<file path="src/rtl/eco32_core_idu_rfu_pkg.sv">
// rtl/eco32_core_idu_rfu_pkg.sv - shared types and helpers for the IDU register file
// Optional feature macro: ECO32_CORE_IDU_RFU_ZERO_REG_EN (hardwired zero register).
package eco32_core_idu_rfu_pkg;

  typedef enum logic {RFU_CLEAR, RFU_READY} rfu_state_t;

  localparam int RFU_LANE_W = 8;

  function automatic int clog2(input int v);
    int r;
    r = 0;
    for (int i = 0; i < 31; i++) begin
      if ((1 << i) < v) r = i + 1;
    end
    return r;
  endfunction

endpackage

</file>
<file path="src/rtl/eco32_core_idu_rfu_lane.sv">
// rtl/eco32_core_idu_rfu_lane.sv - one 8-bit byte lane, one write port, RD_PORTS async read taps
// Optional feature macro: ECO32_CORE_IDU_RFU_ZERO_REG_EN (handled in the top, not here).
module eco32_core_idu_rfu_lane
  import eco32_core_idu_rfu_pkg::*;
#(
  parameter int DEPTH    = 32,
  parameter int RD_PORTS = 2,
  parameter int AW       = 5
) (
  input  logic                           clk,
  input  logic                           we,
  input  logic [AW-1:0]                  waddr,
  input  logic [RFU_LANE_W-1:0]          wdata,
  input  logic [RD_PORTS*AW-1:0]         raddr,
  output logic [RD_PORTS*RFU_LANE_W-1:0] rdata
);

  logic [RFU_LANE_W-1:0] mem [DEPTH];

  always_ff @(posedge clk) begin
    if (we) mem[waddr] <= wdata;
  end

  for (genvar p = 0; p < RD_PORTS; p++) begin : g_tap
    assign rdata[p*RFU_LANE_W +: RFU_LANE_W] = mem[raddr[p*AW +: AW]];
  end

endmodule

</file>
<file path="src/rtl/eco32_core_idu_rfu_mreg.sv">
// rtl/eco32_core_idu_rfu_mreg.sv - multi-port byte-lane register file with clear sequencer and bypass
// Optional feature macro: ECO32_CORE_IDU_RFU_ZERO_REG_EN (address 0 reads zero, writes to it dropped).
module eco32_core_idu_rfu_mreg
  import eco32_core_idu_rfu_pkg::*;
#(
  parameter int DW       = 32,
  parameter int DEPTH    = 32,
  parameter int RD_PORTS = 2,
  localparam int NB      = DW / 8,
  localparam int AW      = clog2(DEPTH)
) (
  input  logic                   clk,
  input  logic                   rst,
  input  logic [RD_PORTS*AW-1:0] i_addr,
  input  logic                   w_ena,
  input  logic [NB-1:0]          w_ben,
  input  logic [AW-1:0]          w_addr,
  input  logic [DW-1:0]          w_data,
  output logic [RD_PORTS*DW-1:0] o_data,
  output logic                   o_busy
);

  localparam logic [AW-1:0] LAST_ADDR = AW'(DEPTH - 1);

  rfu_state_t              state;
  logic [AW-1:0]           cnt;
  logic                    clearing;
  logic                    wr_ok;
  logic [RD_PORTS*8-1:0]   lane_rd [NB];
  logic [RD_PORTS*DW-1:0]  rd_next;

  assign clearing = (state == RFU_CLEAR);

`ifdef ECO32_CORE_IDU_RFU_ZERO_REG_EN
  assign wr_ok = w_ena && !clearing && (w_addr != '0);
`else
  assign wr_ok = w_ena && !clearing;
`endif

  // During CLEAR the lanes' single write port is owned by the sequencer.
  for (genvar b = 0; b < NB; b++) begin : g_lane
    eco32_core_idu_rfu_lane #(
      .DEPTH    (DEPTH),
      .RD_PORTS (RD_PORTS),
      .AW       (AW)
    ) u_lane (
      .clk   (clk),
      .we    (clearing || (wr_ok && w_ben[b])),
      .waddr (clearing ? cnt : w_addr),
      .wdata (clearing ? 8'h00 : w_data[b*8 +: 8]),
      .raddr (i_addr),
      .rdata (lane_rd[b])
    );
  end

  // Async taps still show pre-write contents, so same-cycle writes are merged per lane.
  always_comb begin
    rd_next = '0;
    for (int p = 0; p < RD_PORTS; p++) begin
      for (int b = 0; b < NB; b++) begin
        if (wr_ok && w_ben[b] && (w_addr == i_addr[p*AW +: AW]))
          rd_next[p*DW + b*8 +: 8] = w_data[b*8 +: 8];
        else
          rd_next[p*DW + b*8 +: 8] = lane_rd[b][p*8 +: 8];
      end
`ifdef ECO32_CORE_IDU_RFU_ZERO_REG_EN
      if (i_addr[p*AW +: AW] == '0) rd_next[p*DW +: DW] = '0;
`endif
    end
  end

  always_ff @(posedge clk or posedge rst) begin
    if (rst) begin
      state  <= RFU_CLEAR;
      cnt    <= '0;
      o_busy <= 1'b1;
      o_data <= '0;
    end else begin
      case (state)
        RFU_CLEAR: begin
          o_data <= '0;
          cnt    <= cnt + 1'b1;
          if (cnt == LAST_ADDR) begin
            state  <= RFU_READY;
            o_busy <= 1'b0;
          end
        end
        default: begin
          o_data <= rd_next;
        end
      endcase
    end
  end

endmodule
</file>
<file path="config.mk">
export PLATFORM = sky130hd
export DESIGN_NAME = eco32_core_idu_rfu_mreg
export DESIGN_NICKNAME = d
export VERILOG_FILES = /design/src/rtl/eco32_core_idu_rfu_pkg.sv /design/src/rtl/eco32_core_idu_rfu_lane.sv /design/src/rtl/eco32_core_idu_rfu_mreg.sv
export SDC_FILE = /design/constraint.sdc
export NUM_CORES = 1
export LEC_CHECK = 0
export CELL_PAD_IN_SITES_DETAIL_PLACEMENT = 2
export CELL_PAD_IN_SITES_GLOBAL_PLACEMENT = 2
export CORE_ASPECT_RATIO = 0.9
export CORE_MARGIN = 2
export CORE_UTILIZATION = 30
export CTS_CLUSTER_DIAMETER = 60
export DETAILED_ROUTE_END_ITERATION = 8
export GPL_TIMING_DRIVEN = 0
export PLACE_DENSITY = 0.54
export SLEW_MARGIN = 20
export SYNTH_ARGS = -nofsm -noshare
export SYNTH_HDL_FRONTEND = slang
export SYNTH_HIERARCHICAL = 1
export SYNTH_SLANG_ARGS = --single-unit
</file>
<file path="constraint.sdc">
create_clock -name clk -period 3.2 [get_ports clk]
set_input_delay 0.64 -clock clk [delete_from_list [all_inputs] [get_ports clk]]
set_output_delay 0.64 -clock clk [all_outputs]
set_load 0.03 [all_outputs]
</file>
==> results of run 1 <==
## worst max-delay path by stage
stage / startpoint / to / slack (ns) / depth (start not counted)
floorplan: state / g_lane[1].u_lane/mem[28][0] / 0.53 / 6
global placement: i_addr[2] / o_data[13] / -1.53 / 8
detailed placement: i_addr[6] / o_data[47] / -1.52 / 8
CTS: state / g_lane[0].u_lane/mem[23][1] / -0.42 / 5
global route: state / g_lane[0].u_lane/mem[27][3] / -0.37 / 5
finish: state / g_lane[0].u_lane/mem[27][3] / -0.26 / 5
## cell families (layout without fill, tap and decap cells)
logic type / after synthesis / count (layout) / synth area share [%]
AOI/OAI and AO/OA: 1 / 1 / 0.0147
xor gates and xnor gates: 13 / 13 / 0.268
adders and majority gates: 2 / 2 / 0.0491
buffers and inverters: 204 / 591 / 2.02
DFF: 1095 / 1095 / 63.8
muxes: 775 / 775 / 31.1
other: 0 / 10 / 0
and+or+nand+nor: 303 / 303 / 2.71
## flip-flops by register name, indices dropped and copies added, names as in the netlist
signal,cells
o_data,64
g_lane.u_lane/mem,1024
state,1
o_busy,1
cnt,5
## through the flow
stage,util (%),power [uW],area (um2)
floorplan,-,18000,51000
global placement,32.6,19400,55000
finish,36.2,34700,61000
CTS,35.9,35000,60600
global route,36.2,35600,61000
detailed placement,32.6,19500,55100
## cell usage in the layout, fill, tap and decap left out, types with 32 or more instances in the layout
cell	instances
dfrtp_1	70
edfxtp_1	1024
mux2_2	68
nand2_1	106
clkbuf_1	44
mux2i_1	64
clkdlybuf4s15_2	35
mux4_2	640
clkbuf_16	136
buf_4	58
clkdlybuf4s50_1	114
nor2_2	32
nor2_4	96
## worst max-delay path: stages, from the launching register on
cell,delay [ns]
dfrtp_1,0.32
clkbuf_1,0.33
clkbuf_2,0.36
mux2_2,0.45
nand3_1,0.77
nor2_2,0.85
## area by class of cell
class	instances	area share, %
sequential	1095	53.3
multi-input combinational	1094	29.9
clock buffer	169	5.81
tap	2247	4.61
timing repair buffer	147	2.70
buffer	166	1.96
clock inverter	75	1.47
inverter	34	0.281
antenna	10	0.0410
## timing repair
item,in CTS,in global routing
resized for setup,274,41
pin swaps,2,13
endpoints found under the setup margin,1551,546
buffers inserted,15,12
## where the power goes
group	switching, uW	leakage [uW]	internal [uW]
sequential	66.2	0.0100	15800
clock	6330	0.00213	9080
combinational	2030	0.00698	1360
total	8430	0.0192	26200
## per-layer routing
| layer | up-vias | track usage, % |
|---|---|---|
| met5 | - | 0 |
| met4 | 2 | 7.44 |
| met3 | 268 | 3.03 |
| met2 | 1094 | 34.1 |
| met1 | 16000 | 29.3 |
| li1 | 10900 | - |
==> flow_metrics.env, run 1 <==
export IMPL_synth_edff_count=1024
export IMPL_grt_first_pass_wirelength_mm=255
export IMPL_end_kind="flip-flop"
export IMPL_cp_start_kind="flip-flop"
export IMPL_cts_buffers=135
export IMPL_rows=143
export IMPL_drc=0
export IMPL_slew_viol_final=0
export IMPL_dpl_hpwl_mm=125
export IMPL_cts_root_buf="clkbuf_16"
export IMPL_synth_most_common_cell="edfxtp_1"
export IMPL_grt_pass1_vias=30300
export IMPL_finalWorstSetupSlack_ns=-0.263
export IMPL_synthesis_area_um2=51000
export IMPL_worstReg2RegEnd="g_lane[0].u_lane/mem[27][3]"
export IMPL_post_drt_wl_per_cell_um=36.3
export IMPL_fin_tns_setup_ns=-22.93
export IMPL_vias=28200
export IMPL_wl_mm=183
export IMPL_grt_max_degree=49
export IMPL_clock_sinks=1095
export IMPL_io_pins=119
export IMPL_top_layer="met5"
export IMPL_power_leakage_uw=0.0192
export IMPL_run_status="finished with violations"
export IMPL_fin_cells=5037
export IMPL_yosysSeqAreaShare_pct=63.8
export IMPL_slew_headroom_pct=19.3
export IMPL_cts_buffer_depth=3
export IMPL_post_cts_hold_buffer_count=0
export IMPL_coreArea_um2=169000
export IMPL_cts_max_level=4
export IMPL_yosys_top_cells_area="edfxtp_1, mux4_2, dfrtp_1, mux2_2, mux2i_1"
export IMPL_wl_met2_mm=88.9
export IMPL_clk_pin_slew_ns=0.06
export IMPL_rsz0062_at_grt="true"
export IMPL_grt_use_total_pct=21.2
export IMPL_place_ws_ns=-1.52
export IMPL_port_buffers=118
export IMPL_fin_nets=2729
export IMPL_initial_core_util_pct=30.2
export IMPL_fillers=15900
export IMPL_multi_input_area_um2=18200
export IMPL_max_freq_ghz=0.289
export IMPL_critPathKind="flip-flop to flip-flop"
export IMPL_wl_met1_mm=78.3
export IMPL_netlist_area_leader_share_pct=60.3
export IMPL_synth_seq_cells=1095
export IMPL_fin_worst_skew_ns=0.0252
export IMPL_routed_wl_met3_mm=9.28
export IMPL_worstPathArrival_ns=3.87
export IMPL_finalWeightedCongestion=0.851
export IMPL_drive_above_1_share_pct=44.5
export IMPL_ys_flop_type="edfxtp_1"
export IMPL_worst_pin_slew_ns=1.21
export IMPL_synthTopCellsByCount="edfxtp_1, mux4_2, nor2_1"
export IMPL_rrSetupSlack_ns=-0.26
export IMPL_ir_drop_uv=418
export IMPL_worstSkewPairLatency_ns=0.78
export IMPL_hold_class="input port to async pin"
export IMPL_vias_per_cell=5.61
export IMPL_crit_fanout=16
export IMPL_synth_largest_area_cell="edfxtp_1"
export IMPL_fp_dieW_um=438
export IMPL_overflow=0
export IMPL_syn_inst=2393
export IMPL_rr_worst_depth=5
export IMPL_reg2reg_from="state"
export IMPL_hold_slack_ns=0.198
export IMPL_synth_nets=2449
export IMPL_finalSetupViolations=189
export IMPL_finalHoldViolations=0
export IMPL_synthToLayoutAreaGrowth_pct=19.8
export IMPL_violations="negative setup slack"
export IMPL_dpl_cell_count=4760
export IMPL_seq_area_um2=32500
export IMPL_critPathRequiredTime_ns=3.60
export IMPL_drt_iter0_drc=3119
export IMPL_fp_dieH_um=395
export IMPL_finalCritPeriodShare_pct=108
export IMPL_cts_tree="yes"
export IMPL_syn_area_per_cell_um2=21.3
export IMPL_antenna_found_initial=12
export IMPL_die_area_um2=173000
export IMPL_yosys_warnings=6
export IMPL_firstDrtPassIters=5
export IMPL_cap_violations=0
export IMPL_synthArstFlopShare_pct=6.48
export IMPL_power_density_nw_per_um2=568
export IMPL_ant_nets=0
export IMPL_synth_distinct_cells=31
export IMPL_post_route_min_period_ns=3.46
No activity file was read; power rests on OpenSTA's default activity.
==> run 2, diff against run 1 <==
CTS_CLUSTER_SIZE = 10   (was default)
==> flow_metrics.env, run 2 (same netlist as run 1, synthesis figures left out) <==
export IMPL_run_status="finished with violations"
export IMPL_violations="negative setup slack"
export IMPL_cts_tree="yes"
export IMPL_internal_power_uw=25800
export IMPL_clock_sinks=1095
export IMPL_power_switching_uw=8220
export IMPL_crit_fanout=10
export IMPL_firstDrtPassIters=5
export IMPL_slowest_stage="clkdlybuf4s15_2"
export IMPL_largest_reg_flops=1024
export IMPL_power_leakage_uw=0.0191
export IMPL_fin_nets=2734
export IMPL_fp_dieW_um=438
export IMPL_mostFrequentLayoutCell="edfxtp_1"
export IMPL_post_route_min_period_ns=3.20
export IMPL_reg_top3="g_lane.u_lane/mem: 1024 flops, o_data: 64 flops, cnt: 5 flops"
export IMPL_fin_cells=5007
export IMPL_cp_slowest_stage_delay_ns=0.59
export IMPL_antenna_found_initial=12
export IMPL_cts_max_level=4
export IMPL_cts_buffers=137
export IMPL_drt_iter0_drc=3166
export IMPL_grt_first_pass_wirelength_mm=256
export IMPL_drive_above_1_share_pct=44.5
export IMPL_ant_nets=0
export IMPL_worstSkewPairLatency_ns=0.77
export IMPL_crit_chain="dlygate4sd2_1 > clkbuf_2 > clkdlybuf4s15_2 > mux4_2 > mux4_2 > mux2_2 > nand2_1 > mux2i_1"
export IMPL_finalCritPeriodShare_pct=100
export IMPL_drc=0
export IMPL_rows=143
export IMPL_switching_share_pct=24.2
export IMPL_clockPowerShare_pct=43.4
export IMPL_finalWorstSetupSlack_ns=-0.00351
export IMPL_power_density_nw_per_um2=559
export IMPL_slew_viol_final=0
export IMPL_cap_violations=0
export IMPL_grt_max_degree=49
export IMPL_worstPathArrival_ns=3.78
export IMPL_regMostFlops="g_lane.u_lane/mem"
export IMPL_path_common_cell="mux4_2"
export IMPL_rr_worst_depth=5
export IMPL_vias_per_cell=5.65
export IMPL_dpl_cell_count=4760
export IMPL_vias=28300
export IMPL_cts_root_buf="clkbuf_16"
export IMPL_synthToLayoutAreaGrowth_pct=19.3
export IMPL_fin_area_um2=60800
export IMPL_max_freq_ghz=0.312
export IMPL_clk_pin_slew_ns=0.05
export IMPL_grt_pass1_vias=30300
export IMPL_rsz0062_at_grt="true"
export IMPL_slew_headroom_pct=18.7
export IMPL_grt_use_total_pct=21.2
export IMPL_hold_class="input port to async pin"
export IMPL_placed_cell_area_um2=55100
export IMPL_overflow=0
export IMPL_finalHoldViolations=0
export IMPL_cp_start_kind="input port"
export IMPL_port_buffers=118
export IMPL_critPathKind="input port to flip-flop"
export IMPL_p_seq_share_pct=46.7
export IMPL_final_cell_mix="edfxtp_1, mux4_2, clkbuf_16"
export IMPL_cts_buffer_depth=3
export IMPL_io_pins=119
export IMPL_end_kind="flip-flop"
export IMPL_fp_dieH_um=395
export IMPL_fin_tns_setup_ns=-0.00351
export IMPL_initial_core_util_pct=30.2
export IMPL_coreArea_um2=169000
export IMPL_die_area_um2=173000
export IMPL_ir_drop_uv=412
export IMPL_fin_worst_skew_ns=0.0241
export IMPL_post_drt_wl_per_cell_um=36.6
export IMPL_finalWeightedCongestion=0.851
export IMPL_p_comb_share_pct=10.0
export IMPL_wl_mm=183
export IMPL_worst_pin_slew_ns=1.21
export IMPL_finalSetupViolations=1
export IMPL_dpl_hpwl_mm=125
export IMPL_critPathRequiredTime_ns=3.78
## run 2: cell count changes in the layout (fill, tap and decap cells not counted), sizes merged
cell,delta
buf,+6
bufinv,-6
clkbuf,+1
clkdlybuf4s15,-2
clkinv,-22
clkinvlp,-8
diode,+1
## run 2: what timing repair did
action,CTS,global route
hold buffers,0,0
endpoints found under the hold margin,0,0
pin swaps,0,13
buffers inserted,16,14
resized for setup,270,55
gates cloned,0,0
setup endpoints to repair,1544,529
## run 2: path summary, 6_finish.rpt
kind | end | from | slack [ns]
min in group clk | o_data[6] | w_data[6] | 0.50
hold reg to reg | o_busy | o_busy | 0.52
setup / recovery | o_data[33] | i_addr[6] | -0.004
max in group asynchronous | o_data[12] | rst | 2.35
setup reg to reg | g_lane[0].u_lane/mem[0][1] | state | 0.04
hold / removal | o_data[51] | rst | 0.20
## run 2: area by class of cell
type | instances | area, um2
sequential | 1095 | 32500
inverter | 34 | 171
tap | 2247 | 2810
timing repair buffer | 150 | 1660
antenna | 11 | 27.5
buffer | 166 | 1180
clock buffer | 171 | 3620
clock inverter | 39 | 534
fill | 15900 | 108000
multi-input combinational | 1094 | 18300
## run 2: power by group through the flow
stage	sequential, uW	clock, uW	combinational [uW]
after CTS	15900	15100	3390
final	15900	14700	3390
after global routing	15900	15500	3530
after floorplan	16300	0	1690
after global placement	16200	0	3250
after detailed placement	16200	0	3310
## run 2: layer usage
layer  up-vias  GRT usage [%]  routed length (um)
met5         -              0                  50
met4         6           7.73                6450
met3       289           2.88               10000
met2      1195           34.1               89400
met1     15900           29.4               77400
li1      10900              -                   -
## run 2: stage by stage
step           setup WS, ns  total power [uW]  utilization (%)  hold WS [ns]
5_1_grt            -0.00732             34900             36.0         0.212
3_5_place_dp          -1.52             19500             32.6         0.492
3_3_place_gp          -1.53             19400             32.6         0.486
4_1_cts              -0.409             34300             35.7         0.161
6_report           -0.00351             34000             36.0         0.200
2_1_floorplan         0.528             18000                -         0.455
## run 2: critical path: cells and delay by family
family / cells / cell delay (ns)
buffers and inverters: 3 / 1.58
muxes: 4 / 1.45
and+or+nand+nor: 1 / 0.08
